$ cat config.mk
export PLATFORM = sky130hd
export DESIGN_NAME = line_scheduler_flat
export DESIGN_NICKNAME = d
export VERILOG_FILES = /design/src/rtl/line_pkg.sv /design/src/rtl/line_scheduler_if.sv /design/src/rtl/line_rr_arbiter.sv /design/src/rtl/line_scheduler.sv /design/src/flat_wrapper.sv
export SDC_FILE = /design/constraint.sdc
export NUM_CORES = 1
export LEC_CHECK = 0
export ABC_AREA = 1
export BUFFER_PORTS_ARGS = -buffer_cell sky130_fd_sc_hd__buf_2
export CAP_MARGIN = 20
export CORE_MARGIN = 8
export CORE_UTILIZATION = 45
export DETAILED_ROUTE_END_ITERATION = 8
export GPL_ROUTABILITY_DRIVEN = 0
export PLACE_DENSITY = 0.75
export SYNTH_ARGS = -nofsm -noshare
export SYNTH_HDL_FRONTEND = slang
export SYNTH_SLANG_ARGS = --single-unit
$ cat constraint.sdc
create_clock -name clk -period 4.9 [get_ports clk]
set_clock_uncertainty 0.05 [all_clocks]
set_input_delay 0.98 -clock clk [delete_from_list [all_inputs] [get_ports clk]]
set_output_delay 0.98 -clock clk [all_outputs]
set_load 0.02 [all_outputs]
$ cat src/rtl/line_pkg.sv
// Shared types and constants for the line scheduler: framebuffer geometry,
// field widths, FSM state names, the line command record and address math.
package line_pkg;

  localparam int FB_WIDTH_DEFAULT  = 640;
  localparam int FB_HEIGHT_DEFAULT = 400;

  localparam int X_W     = 10;
  localparam int Y_W     = 9;
  localparam int COLOR_W = 4;
  localparam int ADDR_W  = 19;

  typedef enum logic [1:0] {
    ST_IDLE   = 2'd0,
    ST_LAUNCH = 2'd1,
    ST_DRAW   = 2'd2,
    ST_FLUSH  = 2'd3
  } state_t;

  typedef struct packed {
    logic [X_W-1:0]     x0;
    logic [Y_W-1:0]     y0;
    logic [X_W-1:0]     x1;
    logic [Y_W-1:0]     y1;
    logic [COLOR_W-1:0] color;
  } line_cmd_t;

  // y*width + x as a sum of shifted copies of y, one per set bit of the
  // constant width; with width elaborated as a constant this folds to adders.
  function automatic logic [ADDR_W-1:0] line_addr(input logic [X_W-1:0] x,
                                                  input logic [Y_W-1:0] y,
                                                  input int width);
    logic [ADDR_W-1:0] acc;
    acc = ADDR_W'(x);
    for (int i = 0; i < ADDR_W; i++) begin
      if (width[i]) acc = acc + (ADDR_W'(y) << i);
    end
    return acc;
  endfunction

endpackage

$ cat src/rtl/line_scheduler_if.sv
// Bundle of the requester, rasteriser and framebuffer handshakes seen by the
// line scheduler. master = scheduler side, slave = surrounding logic.
interface line_scheduler_if;
  import line_pkg::*;

  logic [1:0]              req_valid;
  logic [1:0]              req_ready;
  logic [1:0][X_W-1:0]     req_x0;
  logic [1:0][X_W-1:0]     req_x1;
  logic [1:0][Y_W-1:0]     req_y0;
  logic [1:0][Y_W-1:0]     req_y1;
  logic [1:0][COLOR_W-1:0] req_color;

  logic                    ras_start;
  logic [X_W-1:0]          ras_x0;
  logic [X_W-1:0]          ras_x1;
  logic [Y_W-1:0]          ras_y0;
  logic [Y_W-1:0]          ras_y1;
  logic                    ras_pixel_valid;
  logic [X_W-1:0]          ras_x;
  logic [Y_W-1:0]          ras_y;
  logic                    ras_stall;
  logic                    ras_done;

  logic                    pix_valid;
  logic                    pix_ready;
  logic [ADDR_W-1:0]       pix_addr;
  logic [COLOR_W-1:0]      pix_color;

  modport master (
    input  req_valid, req_x0, req_x1, req_y0, req_y1, req_color,
    output req_ready,
    output ras_start, ras_x0, ras_x1, ras_y0, ras_y1, ras_stall,
    input  ras_pixel_valid, ras_x, ras_y, ras_done,
    output pix_valid, pix_addr, pix_color,
    input  pix_ready
  );

  modport slave (
    output req_valid, req_x0, req_x1, req_y0, req_y1, req_color,
    input  req_ready,
    input  ras_start, ras_x0, ras_x1, ras_y0, ras_y1, ras_stall,
    output ras_pixel_valid, ras_x, ras_y, ras_done,
    input  pix_valid, pix_addr, pix_color,
    output pix_ready
  );

endinterface

$ cat src/rtl/line_rr_arbiter.sv
// Two-way round-robin arbiter: the pointer requester wins a tie, a lone
// requester always wins, and after each grant the pointer moves past the winner.
module line_rr_arbiter (
  input  logic       clk,
  input  logic       reset,
  input  logic [1:0] valid,
  input  logic       advance,
  output logic [1:0] grant
);

  logic ptr;

  // Grant the pointer requester first, otherwise the other one.
  // NOTE: grant gets a default before the branches so no path leaves it unassigned (no latch).
  always_comb begin
    grant = 2'b00;
    if (valid[ptr])       grant[ptr]  = 1'b1;
    else if (valid[~ptr]) grant[~ptr] = 1'b1;
  end

  // Move the pointer to the requester that did not win.
  // NOTE: state registers use non-blocking assignment so every flop samples pre-edge values.
  always_ff @(posedge clk or posedge reset) begin
    if (reset)                     ptr <= 1'b0;
    else if (advance && |grant)    ptr <= ~grant[1];
  end

endmodule

$ cat src/rtl/line_scheduler.sv
// Line scheduler: arbitrates two command sources, launches the rasteriser,
// clips its pixel stream to the framebuffer and forwards visible pixels through
// a one-entry buffer with backpressure, counting completed lines.
module line_scheduler
  import line_pkg::*;
#(
  parameter int FB_WIDTH  = FB_WIDTH_DEFAULT,
  parameter int FB_HEIGHT = FB_HEIGHT_DEFAULT
) (
  input  logic             clk,
  input  logic             reset,
  line_scheduler_if.master bus,
  output logic             busy,
  output logic [15:0]      lines_done
);

  localparam logic [1:0] IDLE   = ST_IDLE;
  localparam logic [1:0] LAUNCH = ST_LAUNCH;
  localparam logic [1:0] DRAW   = ST_DRAW;
  localparam logic [1:0] FLUSH  = ST_FLUSH;

  logic [1:0]         state;
  logic [1:0]         grant;
  logic               take;
  logic               sel;
  logic               on_screen;
  logic               pix_take;
  line_cmd_t          cmd;
  line_cmd_t          req_cmd;
  logic               pv;
  logic [ADDR_W-1:0]  addr_q;
  logic [COLOR_W-1:0] color_q;

  assign take = (state == IDLE) && (|bus.req_valid);

  line_rr_arbiter u_arb (
    .clk     (clk),
    .reset   (reset),
    .valid   (bus.req_valid),
    .advance (take),
    .grant   (grant)
  );

  assign sel     = grant[1];
  assign req_cmd = '{x0: bus.req_x0[sel], y0: bus.req_y0[sel],
                     x1: bus.req_x1[sel], y1: bus.req_y1[sel],
                     color: bus.req_color[sel]};

  assign bus.req_ready = (state == IDLE) ? grant : 2'b00;
  assign bus.ras_start = (state == LAUNCH);
  assign bus.ras_x0    = cmd.x0;
  assign bus.ras_x1    = cmd.x1;
  assign bus.ras_y0    = cmd.y0;
  assign bus.ras_y1    = cmd.y1;
  assign bus.ras_stall = pv & ~bus.pix_ready;
  assign bus.pix_valid = pv;
  assign bus.pix_addr  = addr_q;
  assign bus.pix_color = color_q;
  assign busy          = (state != IDLE);

  // Off-screen pixels are consumed without entering the buffer.
  assign on_screen = (int'(bus.ras_x) < FB_WIDTH) && (int'(bus.ras_y) < FB_HEIGHT);
  assign pix_take  = (state == DRAW) && bus.ras_pixel_valid && !bus.ras_stall && on_screen;

  // One-entry output buffer: load a visible pixel, empty it on a framebuffer accept.
  always_ff @(posedge clk or posedge reset) begin
    if (reset) begin
      pv      <= 1'b0;
      addr_q  <= '0;
      color_q <= '0;
    end else if (pix_take) begin
      pv      <= 1'b1;
      addr_q  <= line_addr(bus.ras_x, bus.ras_y, FB_WIDTH);
      color_q <= cmd.color;
    end else if (pv && bus.pix_ready) begin
      pv      <= 1'b0;
    end
  end

  // Command sequencing: grant, launch, draw until done, drain, count the line.
  always_ff @(posedge clk or posedge reset) begin
    if (reset) begin
      state      <= IDLE;
      cmd        <= '0;
      lines_done <= '0;
    end else begin
      case (state)
        IDLE: begin
          if (take) begin
            cmd   <= req_cmd;
            state <= LAUNCH;
          end
        end
        LAUNCH: state <= DRAW;
        DRAW: begin
          if (bus.ras_done) state <= FLUSH;
        end
        default: begin
          if (!pv) begin
            lines_done <= lines_done + 16'd1;
            state      <= IDLE;
          end
        end
      endcase
    end
  end

endmodule
$ cat src/flat_wrapper.sv
// flat-port wrapper written by rule: the top's interface ports become plain ports
module line_scheduler_flat import line_pkg::*;
#(
  parameter int FB_WIDTH  = FB_WIDTH_DEFAULT,
  parameter int FB_HEIGHT = FB_HEIGHT_DEFAULT
)
  (clk, reset, busy, lines_done, bus_req_valid, bus_req_x0, bus_req_x1, bus_req_y0, bus_req_y1, bus_req_color, bus_req_ready, bus_ras_start, bus_ras_x0, bus_ras_x1, bus_ras_y0, bus_ras_y1, bus_ras_stall, bus_ras_pixel_valid, bus_ras_x, bus_ras_y, bus_ras_done, bus_pix_valid, bus_pix_addr, bus_pix_color, bus_pix_ready);
  line_scheduler_if bus_i ();
  input  logic clk;
  input  logic reset;
  output logic busy;
  output logic [15:0] lines_done;
  input wire logic [$bits(bus_i.req_valid)-1:0] bus_req_valid;
  input wire logic [$bits(bus_i.req_x0)-1:0] bus_req_x0;
  input wire logic [$bits(bus_i.req_x1)-1:0] bus_req_x1;
  input wire logic [$bits(bus_i.req_y0)-1:0] bus_req_y0;
  input wire logic [$bits(bus_i.req_y1)-1:0] bus_req_y1;
  input wire logic [$bits(bus_i.req_color)-1:0] bus_req_color;
  output wire logic [$bits(bus_i.req_ready)-1:0] bus_req_ready;
  output wire logic [$bits(bus_i.ras_start)-1:0] bus_ras_start;
  output wire logic [$bits(bus_i.ras_x0)-1:0] bus_ras_x0;
  output wire logic [$bits(bus_i.ras_x1)-1:0] bus_ras_x1;
  output wire logic [$bits(bus_i.ras_y0)-1:0] bus_ras_y0;
  output wire logic [$bits(bus_i.ras_y1)-1:0] bus_ras_y1;
  output wire logic [$bits(bus_i.ras_stall)-1:0] bus_ras_stall;
  input wire logic [$bits(bus_i.ras_pixel_valid)-1:0] bus_ras_pixel_valid;
  input wire logic [$bits(bus_i.ras_x)-1:0] bus_ras_x;
  input wire logic [$bits(bus_i.ras_y)-1:0] bus_ras_y;
  input wire logic [$bits(bus_i.ras_done)-1:0] bus_ras_done;
  output wire logic [$bits(bus_i.pix_valid)-1:0] bus_pix_valid;
  output wire logic [$bits(bus_i.pix_addr)-1:0] bus_pix_addr;
  output wire logic [$bits(bus_i.pix_color)-1:0] bus_pix_color;
  input wire logic [$bits(bus_i.pix_ready)-1:0] bus_pix_ready;
  assign bus_i.req_valid = bus_req_valid;
  assign bus_i.req_x0 = bus_req_x0;
  assign bus_i.req_x1 = bus_req_x1;
  assign bus_i.req_y0 = bus_req_y0;
  assign bus_i.req_y1 = bus_req_y1;
  assign bus_i.req_color = bus_req_color;
  assign bus_req_ready = bus_i.req_ready;
  assign bus_ras_start = bus_i.ras_start;
  assign bus_ras_x0 = bus_i.ras_x0;
  assign bus_ras_x1 = bus_i.ras_x1;
  assign bus_ras_y0 = bus_i.ras_y0;
  assign bus_ras_y1 = bus_i.ras_y1;
  assign bus_ras_stall = bus_i.ras_stall;
  assign bus_i.ras_pixel_valid = bus_ras_pixel_valid;
  assign bus_i.ras_x = bus_ras_x;
  assign bus_i.ras_y = bus_ras_y;
  assign bus_i.ras_done = bus_ras_done;
  assign bus_pix_valid = bus_i.pix_valid;
  assign bus_pix_addr = bus_i.pix_addr;
  assign bus_pix_color = bus_i.pix_color;
  assign bus_i.pix_ready = bus_pix_ready;
  line_scheduler #(.FB_WIDTH(FB_WIDTH), .FB_HEIGHT(FB_HEIGHT)) u_core (.clk(clk), .reset(reset), .bus(bus_i), .busy(busy), .lines_done(lines_done));
endmodule
# [Word-level counts from Yosys, hierarchy flattened]
# Index checks and enable logic that the tools add are counted.
[classes] addsub=3 multipliers=0 div=0 n_lt_le_gt_ge=7 eq_ne=5 shifts=0 muxes=28 bitwise=6 reduce_logical=19
[ops] op="$mux 10" count=4
[ops] op="$mux 9" count=4
[ops] op="$add 19x18->19" count=1
[ops] op="$mux 19" count=1
[ops] op="$add 10x16->17" count=1
[ops] op="$add 16x1->16 const B" count=1
[ops] op="$mux 2" count=6
[ops] op="$lt 10x10->1 const B" count=1
[ops] op="$logic_and 1x1->1" count=9
[ops] op="$lt 9x9->1 const B" count=1
[ops] op="$mux 1" count=8
[ops] op="$mux 4" count=2
[ops] op="$lt 1x2->1 const B" count=3
[ops] op="$pmux 2 s3" count=1
[ops] op="$not 1->1" count=5
[ops] op="$ne 2x2->1 const B" count=2
[ops] op="$ne 4x4->1 const B" count=1
[ops] op="$reduce_and 2->1" count=2
[ops] op="$reduce_bool 2->1" count=2
[ops] op="$reduce_or 2->1" count=2
[ops] op="$reduce_and 3->1" count=1
[ops] op="$reduce_or 3->1" count=1
[ops] op="$demux 1 s1" count=2
[ops] op="$eq 2x1->1 const B" count=1
[ops] op="other kinds (5)" count=6
[word_totals] regBits=85 latchBits=0 mem_bits_rw=0 romBits=0 input_bits=110 output_inout_bits=83 elab_cells=79 n_memories=0

# [Logic depth before layout (Yosys ltp)]
# Gate-level depths: netlist of the first run.
[depth] ltp_word=9 depth_mapped=16 ltp_nobuf=16

# [By module]
# From an unflattened synthesis of the first run, not the netlist that was laid out.
[unflattened] hier_cells=584 hier_area_um2=4986.0
[by_module_without_submodules] mod="line_scheduler" n_inst=1 cells_each=575 area_per_inst_um2=4922.2 seq_area_each_um2=2102.0
[by_module_without_submodules] mod="line_rr_arbiter" n_inst=1 cells_each=9 area_per_inst_um2=63.8 seq_area_each_um2=25.0

# [Worst setup path before layout of the first run]
# No wires, ideal clock.
[synth_path] path_type="input to register" start="in bus_ras_y[0]" end="reg u_core.addr_q[16], in the netlist u_core.bus.pix_addr[16]" setup_ps=117 arrival_time_ps=2892 setup_slack_ps=1840 path_stages=12 path_buffers=0 cell_sequence="ha_1 -> inv_1 -> fa_1 -> o21ai_1 -> xor2_1 -> inv_1 -> ha_1 -> or2_2 -> nand3_1 -> nand3_1 -> nand3_1 -> nand2_1"
[synth_via] elab_chain_len=3 elab_cells_between_ends=6
[synth_rtl] element="from (decl)" line_no="flat_wrapper.sv:28" rtl="input wire logic [$bits(bus_i.ras_y)-1:0] bus_ras_y;"
[synth_rtl] element="$add 10x16->17 / $lt 9x9->1 (equally long branches)" line_no="line_pkg.sv:36, line_scheduler.sv:62"
[synth_rtl] element="$mux 19 / $logic_and 1x1->1 (equally long branches)" line_no="line_scheduler.sv:71, line_scheduler.sv:62"
[synth_rtl] element="$add 19x18->19 / $logic_and 1x1->1 (equally long branches)" line_no="line_pkg.sv:36, line_scheduler.sv:63"
[synth_rtl] element="to (signal assigned)" line_no="line_scheduler.sv:73" rtl="addr_q <= line_addr(bus.ras_x, bus.ras_y, FB_WIDTH);"
[synth_rtl] element="to (decl)" line_no="line_scheduler.sv:31" rtl="logic [ADDR_W-1:0] addr_q;"
# Several ways; a longest one is shown, not always the timed one. The select of a mux whose other input is x is not followed.
# A chain may end at the register's enable or synchronous reset.

# [Worst setup path in the final report of the first run]
[layout_path] start="reg u_core.state[1]" end="out bus_req_ready[0]"
[layout_via] elab_chain_len=2
[layout_rtl] element="from (decl)" line_no="line_scheduler.sv:22" rtl="logic [1:0] state;"
[layout_rtl] element="from (signal assigned)" line_no="line_scheduler.sv:83" rtl="state <= IDLE;"
[layout_rtl] element="from (signal assigned)" line_no="line_scheduler.sv:91" rtl="state <= LAUNCH;"
[layout_rtl] element="from (signal assigned)" line_no="line_scheduler.sv:94" rtl="LAUNCH: state <= DRAW;"
[layout_rtl] element="$logic_not 2->1" line_no="line_scheduler.sv:49" rtl="assign bus.req_ready = (state == IDLE) ? grant : 2'b00;"
[layout_rtl] element="$mux 2" line_no="line_scheduler.sv:49"
[layout_rtl] element="to (decl)" line_no="flat_wrapper.sv:19" rtl="output wire logic [$bits(bus_i.req_ready)-1:0] bus_req_ready;"
# Every way passes these cells.

==> reports/results.tsv, run 1 <==
metric	value	unit
status	completed	
rows	38	
synth_edf_count	0	
cp_common_cell	inv_1	
postSynthCellCount	613	
grt_use_total	0.177	
vias	4337	
end_kind	output port	
ctsResizeCount	0	
grt_setup_unrepaired	no	
grt_pass1_vias	4257	
synth_ff_type	dfrtp_1	
firstDrtPassIters	4	
finalNetCount	889	
worst_slew_pin_slew	0.786	ns
yosysSeqAreaShare	0.434	
syn_avg_cell_area	8.00	µm²
grt_pass1_wl	21.0	mm
drt_wl_total	13.0	mm
p_leak	3.21	nW
grt_max_degree	48	
vias_per_cell	4.79	
tritoncts	yes	
hold_buffers	0	
synth.distinct_cells	34	
portBuffers	192	
syn_area	4900	µm²
vdd_drop_max	0.260	mV
worstSetupPathType	register to output port	
postCtsSetupBuffers	0	
max_slew_margin	0.475	
core_area	10700	µm²
initial_core_util	0.456	
ant_nets	0	
dieArea	14500	µm²
drc	0	
drive_gt1_frac	0.317	
routedWlPerCell	14.3	µm
arrival	2.42	ns
startpoint_type	register	
yosys_warnings	0	
worstPathRequired	3.87	ns
final_common_cell	buf_2	
cts_buffer_depth	2	
worst_path_max_delay_cell	dfrtp_1	
hold_start	u_core.bus.pix_addr[3]	
grt_overflow	0	
clk_latency	0.37	ns
setup-violations-final	0	
finalCriticalPeriod	3.45	ns
clkSinkCount	85	
timing.fmax	0.290	GHz
cts-root-buf	clkbuf_8	
holdWs	0.423	ns
drtIter0Drc	217	
layout_common_cells	buf_2 (192), nand2_1 (158), dfrtp_1 (85)	
io_pins	193	
crit_start	u_core.state[1]	
path_max_fanout	47	
drv_slew	0	
period_share	0.704	
antenna_found_initial	0	
htree_levels	3	
hp-class	register to register	
async_flop_share	1.00	
area_growth	18.5	%
syn-num-nets	741	
cts_buffers	9	
r2r-start	u_core.state[1]	
slowest_delay	0.41	ns
hold_viol	0	
die_w	120	µm
synth-seq-cells	85	
dieHeight	120	µm
post-route-util	0.541	
p_per_area	537	nW/µm²
diodes	0	
clkTransAtPathRegs	0.10	ns
cap_violations	0	
dp_hpwl	9.84	mm
crit_chain	inv_1, ha_1, inv_1, a21oi_4, buf_4, inv_1, buf_4, nor2_1, buf_2	
tns	0	ns
cells in the mapped netlist (2+ instances only):
| cell | count | share of area |
|---|---|---|
| buf_4 | 39 | 0.060 |
| buf_6 | 7 | 0.016 |
| nor2_1 | 66 | 0.051 |
| nor2_4 | 2 | 0.0046 |
| nand2_2 | 7 | 0.0089 |
| a21oi_1 | 4 | 0.0041 |
| dfrtp_1 | 85 | 0.43 |
| ha_1 | 16 | 0.041 |
| clkbuf_1 | 4 | 0.0031 |
| o21ai_1 | 43 | 0.044 |
| a21oi_2 | 2 | 0.0036 |
| nand4_1 | 6 | 0.0077 |
| o21ai_2 | 7 | 0.013 |
| inv_1 | 48 | 0.037 |
| fa_1 | 2 | 0.0082 |
| nand3_1 | 22 | 0.022 |
| xnor2_1 | 7 | 0.013 |
| nor2_2 | 3 | 0.0038 |
| o21ai_0 | 44 | 0.045 |
| or2_2 | 2 | 0.0026 |
| buf_2 | 7 | 0.0071 |
| o22ai_1 | 4 | 0.0051 |
| nand3b_1 | 3 | 0.0046 |
| xor2_1 | 13 | 0.023 |
| nand2_1 | 158 | 0.12 |
| inv_2 | 4 | 0.0031 |
routing by layer:
| metal | vias to the layer above | GRT usage | share of wire |
|---|---|---|---|
| met3 | 16 | 0.0480 | 0.072 |
| met5 | - | 0 | 0 |
| met1 | 1978 | 0.213 | 0.42 |
| met2 | 136 | 0.294 | 0.49 |
| li1 | 2207 | - | - |
| met4 | 0 | 0.0765 | 0.018 |
registers in the layout, summed over array words and instances, names as in the netlist:
register,count
u_core.lines_done,16
u_core.bus.pix_valid,1
u_core.bus.pix_addr,19
u_core.bus.ras_x0,10
u_core.bus.ras_y0,9
u_core.cmd,4
u_core.bus.ras_y1,9
u_core.bus.pix_color,4
u_core.u_arb.ptr,1
u_core.bus.ras_x1,10
u_core.state,2
where the power goes:
| part | internal, W | switching [W] |
|---|---|---|
| registers | 0.000997 | 0.000170 |
| clock network | 0.000191 | 0.000279 |
| logic | 0.000500 | 0.000984 |
| total | 0.00169 | 0.00143 |
metrics by stage:
| step | setup slack (ns) | power, W | std cells | cell area (µm²) |
|---|---|---|---|---|
| after global placement | 1.52 | 0.00266 | 890 | 5630 |
| after global routing | 1.25 | 0.00336 | 906 | 5810 |
| after floorplan | 1.68 | 0.00241 | 613 | 4900 |
| after CTS | 1.38 | 0.00317 | 906 | 5810 |
| after detailed placement | 1.52 | 0.00269 | 890 | 5630 |
| final | 1.45 | 0.00312 | 906 | 5810 |
final cells by class:
cell class              count  area [µm²]
clock buffers               9         124
clock inverters             7        56.3
fillers                  1080        4930
inverters                  53         203
multi-input cells         416        2140
flip-flops and latches     85        2130
well taps                 140         175
repair buffers            196         991
critical path: cells and delay by family, from the launching register on:
family          cells  cell delay (ns)
compound gates      1             0.12
fa+ha+maj           1             0.24
buf+inv             6             1.14
flops               1             0.41
simple gates        1             0.12
worst paths after layout:
path | to | slack, ns | cells past startpoint
setup reg to reg | u_core.bus.ras_x1[8] | 2.76 | 9
hold / removal | u_core.bus.pix_addr[3] | 0.42 | 2
min in group asynchronous | u_core.lines_done[8] | 0.66 | 2
setup / recovery | bus_req_ready[0] | 1.45 | 9
hold reg to reg | u_core.bus.pix_addr[3] | 0.42 | 2
max in group asynchronous | u_core.bus.ras_x0[3] | 3.11 | 3
kinds of logic after synthesis:
logic type,synth area share
AOI/OAI and AO/OA,0.119
and+or+nand+nor,0.231
buffers and inverters,0.132
adders and majority gates,0.0490
DFF,0.434
xor gates and xnor gates,0.0357
No activity file was read; power rests on OpenSTA's default activity.
==> run 2, diff against run 1 <==
ABC_AREA = 0   (was 1)
PLACE_DENSITY = 0.76   (was 0.75)
clock period = 3.3 ns   (was 4.9 ns; I/O delays follow)
==> reports/results.tsv, run 2 <==
metric	value	unit
worstPathRequired	3.46	ns
arrival	3.13	ns
crit_chain	buf_2, ha_1, inv_1, fa_1, inv_1, a21o_1, nand2_1, xnor2_1, ha_1, o211ai_1, o21ai_0, buf_4, xnor2_1, o21ai_0	
dieHeight	117	µm
yosysSeqAreaShare	0.462	
timing.fmax	0.336	GHz
placed_cells_incl_taps	717	
slowest_delay	0.41	ns
status	completed	
area_growth	21.9	%
multi_input_area	2050	µm²
layout_common_cells	buf_2 (192), dfrtp_1 (85), nand2_1 (62)	
syn_area	4600	µm²
max_slew_margin	0.558	
portBuffers	192	
grt_pass1_wl	18.3	mm
rows	37	
yosysTopAreaCell	dfrtp_1	
grt_use_total	0.172	
cts_buffer_depth	2	
vias_per_cell	4.94	
postCtsSetupBuffers	0	
worst_slew_pin_slew	0.662	ns
io_pins	193	
syn_avg_cell_area	10.4	µm²
yosysMostFrequentCell	dfrtp_1	
period_share	0.901	
firstDrtPassIters	5	
antenna_found_initial	1	
drv_slew	0	
end_kind	register	
drive_gt1_frac	0.387	
p_leak	3.09	nW
cts-root-buf	clkbuf_8	
finalCriticalPeriod	2.97	ns
hold_viol	0	
cap_violations	0	
worst_path_max_delay_cell	fa_1	
hp-class	input port to asynchronous set/reset pin	
startpoint_type	input port	
vdd_drop_max	0.403	mV
nFillCells	913	
core_area	10100	µm²
tritoncts	yes	
regArea	2130	µm²
async_flop_share	1.00	
critPathBufInv	4	
synth_ff_type	dfrtp_1	
htree_levels	3	
critical-path-top-delay-family	adder cells	
p_per_area	787	nW/µm²
clkTransAtPathRegs	0.08	ns
yosys_warnings	0	
drt_wl_total	11.6	mm
synthTopCellsByCount	dfrtp_1 (85), nand2_1 (62), o21ai_0 (53)	
cts_buffers	9	
die_w	117	µm
setup-violations-final	0	
worstSetupPathType	input port to register	
synth_top_area_frac	0.462	
largest_register_ffs	19	
syn-num-nets	569	
ys_top_cells_by_area	dfrtp_1 (46%), mux2i_1 (9.1%), buf_4 (6.4%), o21ai_0 (5.8%), nand2_1 (5.1%)	
tns	0	ns
synth_edf_count	0	
hold_buffers	0	
grt_max_degree	67	
synth-seq-cells	85	
synth.distinct_cells	40	
dieArea	13700	µm²
drtIter0Drc	128	
initial_core_util	0.454	
ctsResizeCount	0	
final_cells	734	
grt_pass1_vias	3796	
grt_setup_unrepaired	no	
ant_nets	0	
path_max_fanout	5	
final_common_cell	buf_2	
dp_hpwl	9.27	mm
routedWlPerCell	15.8	µm
finalNetCount	720	
clkSinkCount	85	
drc	0	
postSynthCellCount	441	
reg2reg_slack	1.26	ns
clk_latency	0.34	ns
grt_overflow	0	
vias	3628	
[run 2: cell count changes in the layout (fill, tap and decap cells not counted), moves of 12 or more]
cell     delta
inv_1      -32
mux2_2     +15
mux2i_1    +42
nand2_1    -96
nand3_1    -16
nor2_1     -60
o21ai_1    -43
xnor2_1    +12
[run 2: logic make-up after synthesis]
family,after synthesis,synth area share
AO/OA/AOI/OAI,85,0.113
XOR/XNOR,25,0.0476
adder cells (fa/ha/maj),18,0.0522
buffers and inverters,73,0.0963
flip-flops,85,0.462
multiplexers,57,0.128
AND/OR/NAND/NOR,98,0.100
[run 2: through the flow]
stage	total power (W)	worst slack [ns]	cell area, µm²	util	hold WS, ns
3_5_place_dp	0.00385	0.00613	5450	0.537	0.415
5_1_grt	0.00475	0.163	5610	0.553	0.363
6_report	0.00442	0.327	5610	0.553	0.330
2_1_floorplan	0.00335	0.325	4600	-	0.396
4_1_cts	0.00448	0.376	5610	0.553	0.335
3_3_place_gp	0.00375	0.148	5450	0.537	0.407
[run 2: cell type report]
type,instances,share of cell area
Antenna cell,1,0.000446
Clock buffer,12,0.0241
Clock inverter,4,0.00446
Inverter,16,0.0109
Multi-Input combinational cell,283,0.366
Sequential cell,85,0.379
Tap cell,136,0.0303
Timing Repair Buffer,197,0.185
[run 2: layer usage]
layer / GRT usage / share of wire / vias up
met2: 0.301 / 0.51 / 126
li1: - / - / 1777
met3: 0.0405 / 0.071 / 18
met1: 0.197 / 0.40 / 1707
met5: 0 / 0 / -
met4: 0.0742 / 0.020 / 0
[run 2: report_power, final]
part,switching (W),internal [W],leakage [nW]
clock,0.000358,0.000272,0.0764
sequential,0.000266,0.00148,1.07
combinational,0.00128,0.000764,1.94
total,0.00190,0.00251,3.09
[run 2: worst paths after layout]
check                                      from                      end  cells past startpoint
max                                bus_ras_y[0]  u_core.bus.pix_addr[14]                     14
min                                       reset     u_core.bus.ras_x1[1]                      2
max reg2reg                     u_core.state[0]  u_core.bus.pix_addr[16]                      6
min reg2reg                u_core.bus.ras_y0[2]     u_core.bus.ras_y0[2]                      2
max in group asynchronous                 reset            u_core.cmd[2]                      3
min in group clk           u_core.bus.ras_y0[2]     u_core.bus.ras_y0[2]                      2
==> run 3, diff against run 2 <==
SYNTH_HIERARCHICAL = 1   (was unset)
==> reports/results.tsv, run 3 <==
metric	value	unit
highest_layer	met4	
synthTopCellsByCount	nand2_1 (105), dfrtp_1 (85), o21ai_0 (46)	
vdd_drop_max	0.403	mV
rows	37	
synth-seq-cells	85	
startpoint_type	input port	
p_clk_frac	0.169	
vias_per_cell	4.93	
ant_nets	0	
firstDrtPassIters	4	
clkSinkCount	85	
finalNetCount	764	
cts-root-buf	clkbuf_8	
synth_top_area_frac	0.457	
ys_top_cells_by_area	dfrtp_1 (46%), mux2i_1 (9.2%), nand2_1 (8.5%), buf_4 (6.1%), o21ai_0 (4.9%)	
dieHeight	118	µm
yosysTopAreaCell	dfrtp_1	
diodes	0	
dp_hpwl	9.51	mm
worstSetupPathType	input port to register	
wl_met3	928	µm
max_slew_margin	0.412	
crit_chain	buf_2, ha_1, inv_1, fa_1, inv_1, a21o_1, nand2_1, xnor2_1, ha_1, o21ai_1, o211a_1, or4_1, nand3_1	
grt_max_degree	50	
synth.distinct_cells	48	
postCtsSetupBuffers	0	
finalCriticalPeriod	2.83	ns
grt_pass1_wl	19.5	mm
p_leak	3.14	nW
tritoncts	yes	
drtIter0Drc	176	
post-route-util	0.562	
hold_viol	0	
worstPathRequired	3.53	ns
arrival	3.05	ns
wl_met2	5.89	mm
slowest_delay	0.48	ns
wl_met1	4.98	mm
postSynthCellCount	484	
timing.fmax	0.354	GHz
dieArea	13900	µm²
switching_share	0.430	
synth_edf_count	0	
period_share	0.857	
p_switching	0.00195	W
routedWlPerCell	15.4	µm
cts_buffers	9	
path_max_fanout	4	
cap_violations	0	
largest_register_ffs	19	
rr_worst_depth	6	
grt_pass1_vias	4050	
p_per_area	794	nW/µm²
end_kind	register	
yosysSeqAreaShare	0.457	
syn_avg_cell_area	9.62	µm²
grt_setup_unrepaired	no	
drive_gt1_frac	0.348	
hp-class	input port to asynchronous set/reset pin	
portBuffers	192	
die_w	118	µm
status	completed	
syn_area	4660	µm²
internal_power	0.00259	W
area_growth	22.8	%
antenna_found_initial	0	
combPwrFrac	0.450	
clk_latency	0.34	ns
final_common_cell	buf_2	
cts_buffer_depth	2	
core_area	10200	µm²
ctsResizeCount	0	
worst_slew_pin_slew	0.882	ns
grt_use_total	0.169	
hold_buffers	0	
htree_levels	3	
worst_path_max_delay_cell	or4_1	
clkTransAtPathRegs	0.09	ns
async_flop_share	1.00	
yosys_warnings	6	
grt_overflow	0	
seqPwrFrac	0.381	
total_power	0.00454	W
io_pins	193	
drv_slew	0	
layout_common_cells	buf_2 (192), nand2_1 (105), dfrtp_1 (85)	
vias	3827	
yosysMostFrequentCell	nand2_1	
setup-violations-final	0	
drt_wl_total	11.9	mm
initial_core_util	0.457	
drc	0	
tns	0	ns
synth_ff_type	dfrtp_1	
syn-num-nets	613	
run 3: cell count changes after synthesis, moves of 3 or more:
cell,previous run,this run
and3_1,9,6
nand2_1,62,105
inv_1,16,19
xor2_1,6,11
clkbuf_1,9,13
xnor2_1,19,13
nor2_1,6,9
o21ai_0,53,46
o21ai_1,0,8
mux2_2,15,1
run 3: layout make-up:
cell class,count,area (µm²)
clock buffer,11,151
clock inverter,5,58.8
fill,934,4460
inverter,19,72.6
multi-input combinational,323,2120
sequential,85,2130
tap,136,170
timing repair buffer,197,1020
run 3: final timing paths:
| kind | startpoint | slack (ns) | to |
|---|---|---|---|
| min | reset | 0.10 | u_core/u_arb/ptr |
| min reg2reg | u_core/lines_done[15] | 0.42 | u_core/lines_done[15] |
| max | bus_ras_x[7] | 0.47 | u_core/bus.pix_addr[16] |
| max reg2reg | u_core/state[0] | 1.29 | u_core/bus.pix_addr[17] |
| min in group clk | u_core/lines_done[15] | 0.42 | u_core/lines_done[15] |
| max in group asynchronous | reset | 2.09 | u_core/lines_done[1] |
run 3: kinds of logic after synthesis:
group | share of synthesized area
compound gates | 0.111
mux | 0.0948
xor+xnor | 0.0451
fa+ha+maj | 0.0543
buf+inv | 0.0935
simple gates | 0.145
flops | 0.457
run 3: layer usage:
| metal | vias to the layer above | global-route usage |
|---|---|---|
| met5 | - | 0 |
| met4 | 0 | 0.0480 |
| met1 | 1768 | 0.190 |
| met2 | 149 | 0.291 |
| met3 | 12 | 0.0652 |
| li1 | 1898 | - |
run 3: power by group through the flow:
stage                     Combinational, W  Clock [W]  Sequential (W)
after global routing               0.00225   0.000836         0.00179
after CTS                          0.00208   0.000798         0.00173
after global placement             0.00202          0         0.00172
after floorplan                    0.00146          0         0.00190
after detailed placement           0.00209          0         0.00175
final                              0.00204   0.000768         0.00173
run 3: worst max-delay path: cells and delay by family:
family          cells  cell delay [ns]
fa+ha+maj           3             0.91
simple gates        3             0.65
compound gates      3             0.49
xor+xnor            1             0.12
buf+inv             3             0.22
run 3: metrics by stage:
step                cell area (µm²)  hold WS [ns]  instances  worst slack, ns
floorplan                      4660         0.339        484            0.425
global placement               5510         0.400        760            0.228
detailed placement             5510         0.412        760            0.139
CTS                            5720        0.0759        776            0.518
global route                   5720        0.0847        776            0.333
finish                         5720         0.102        776            0.473
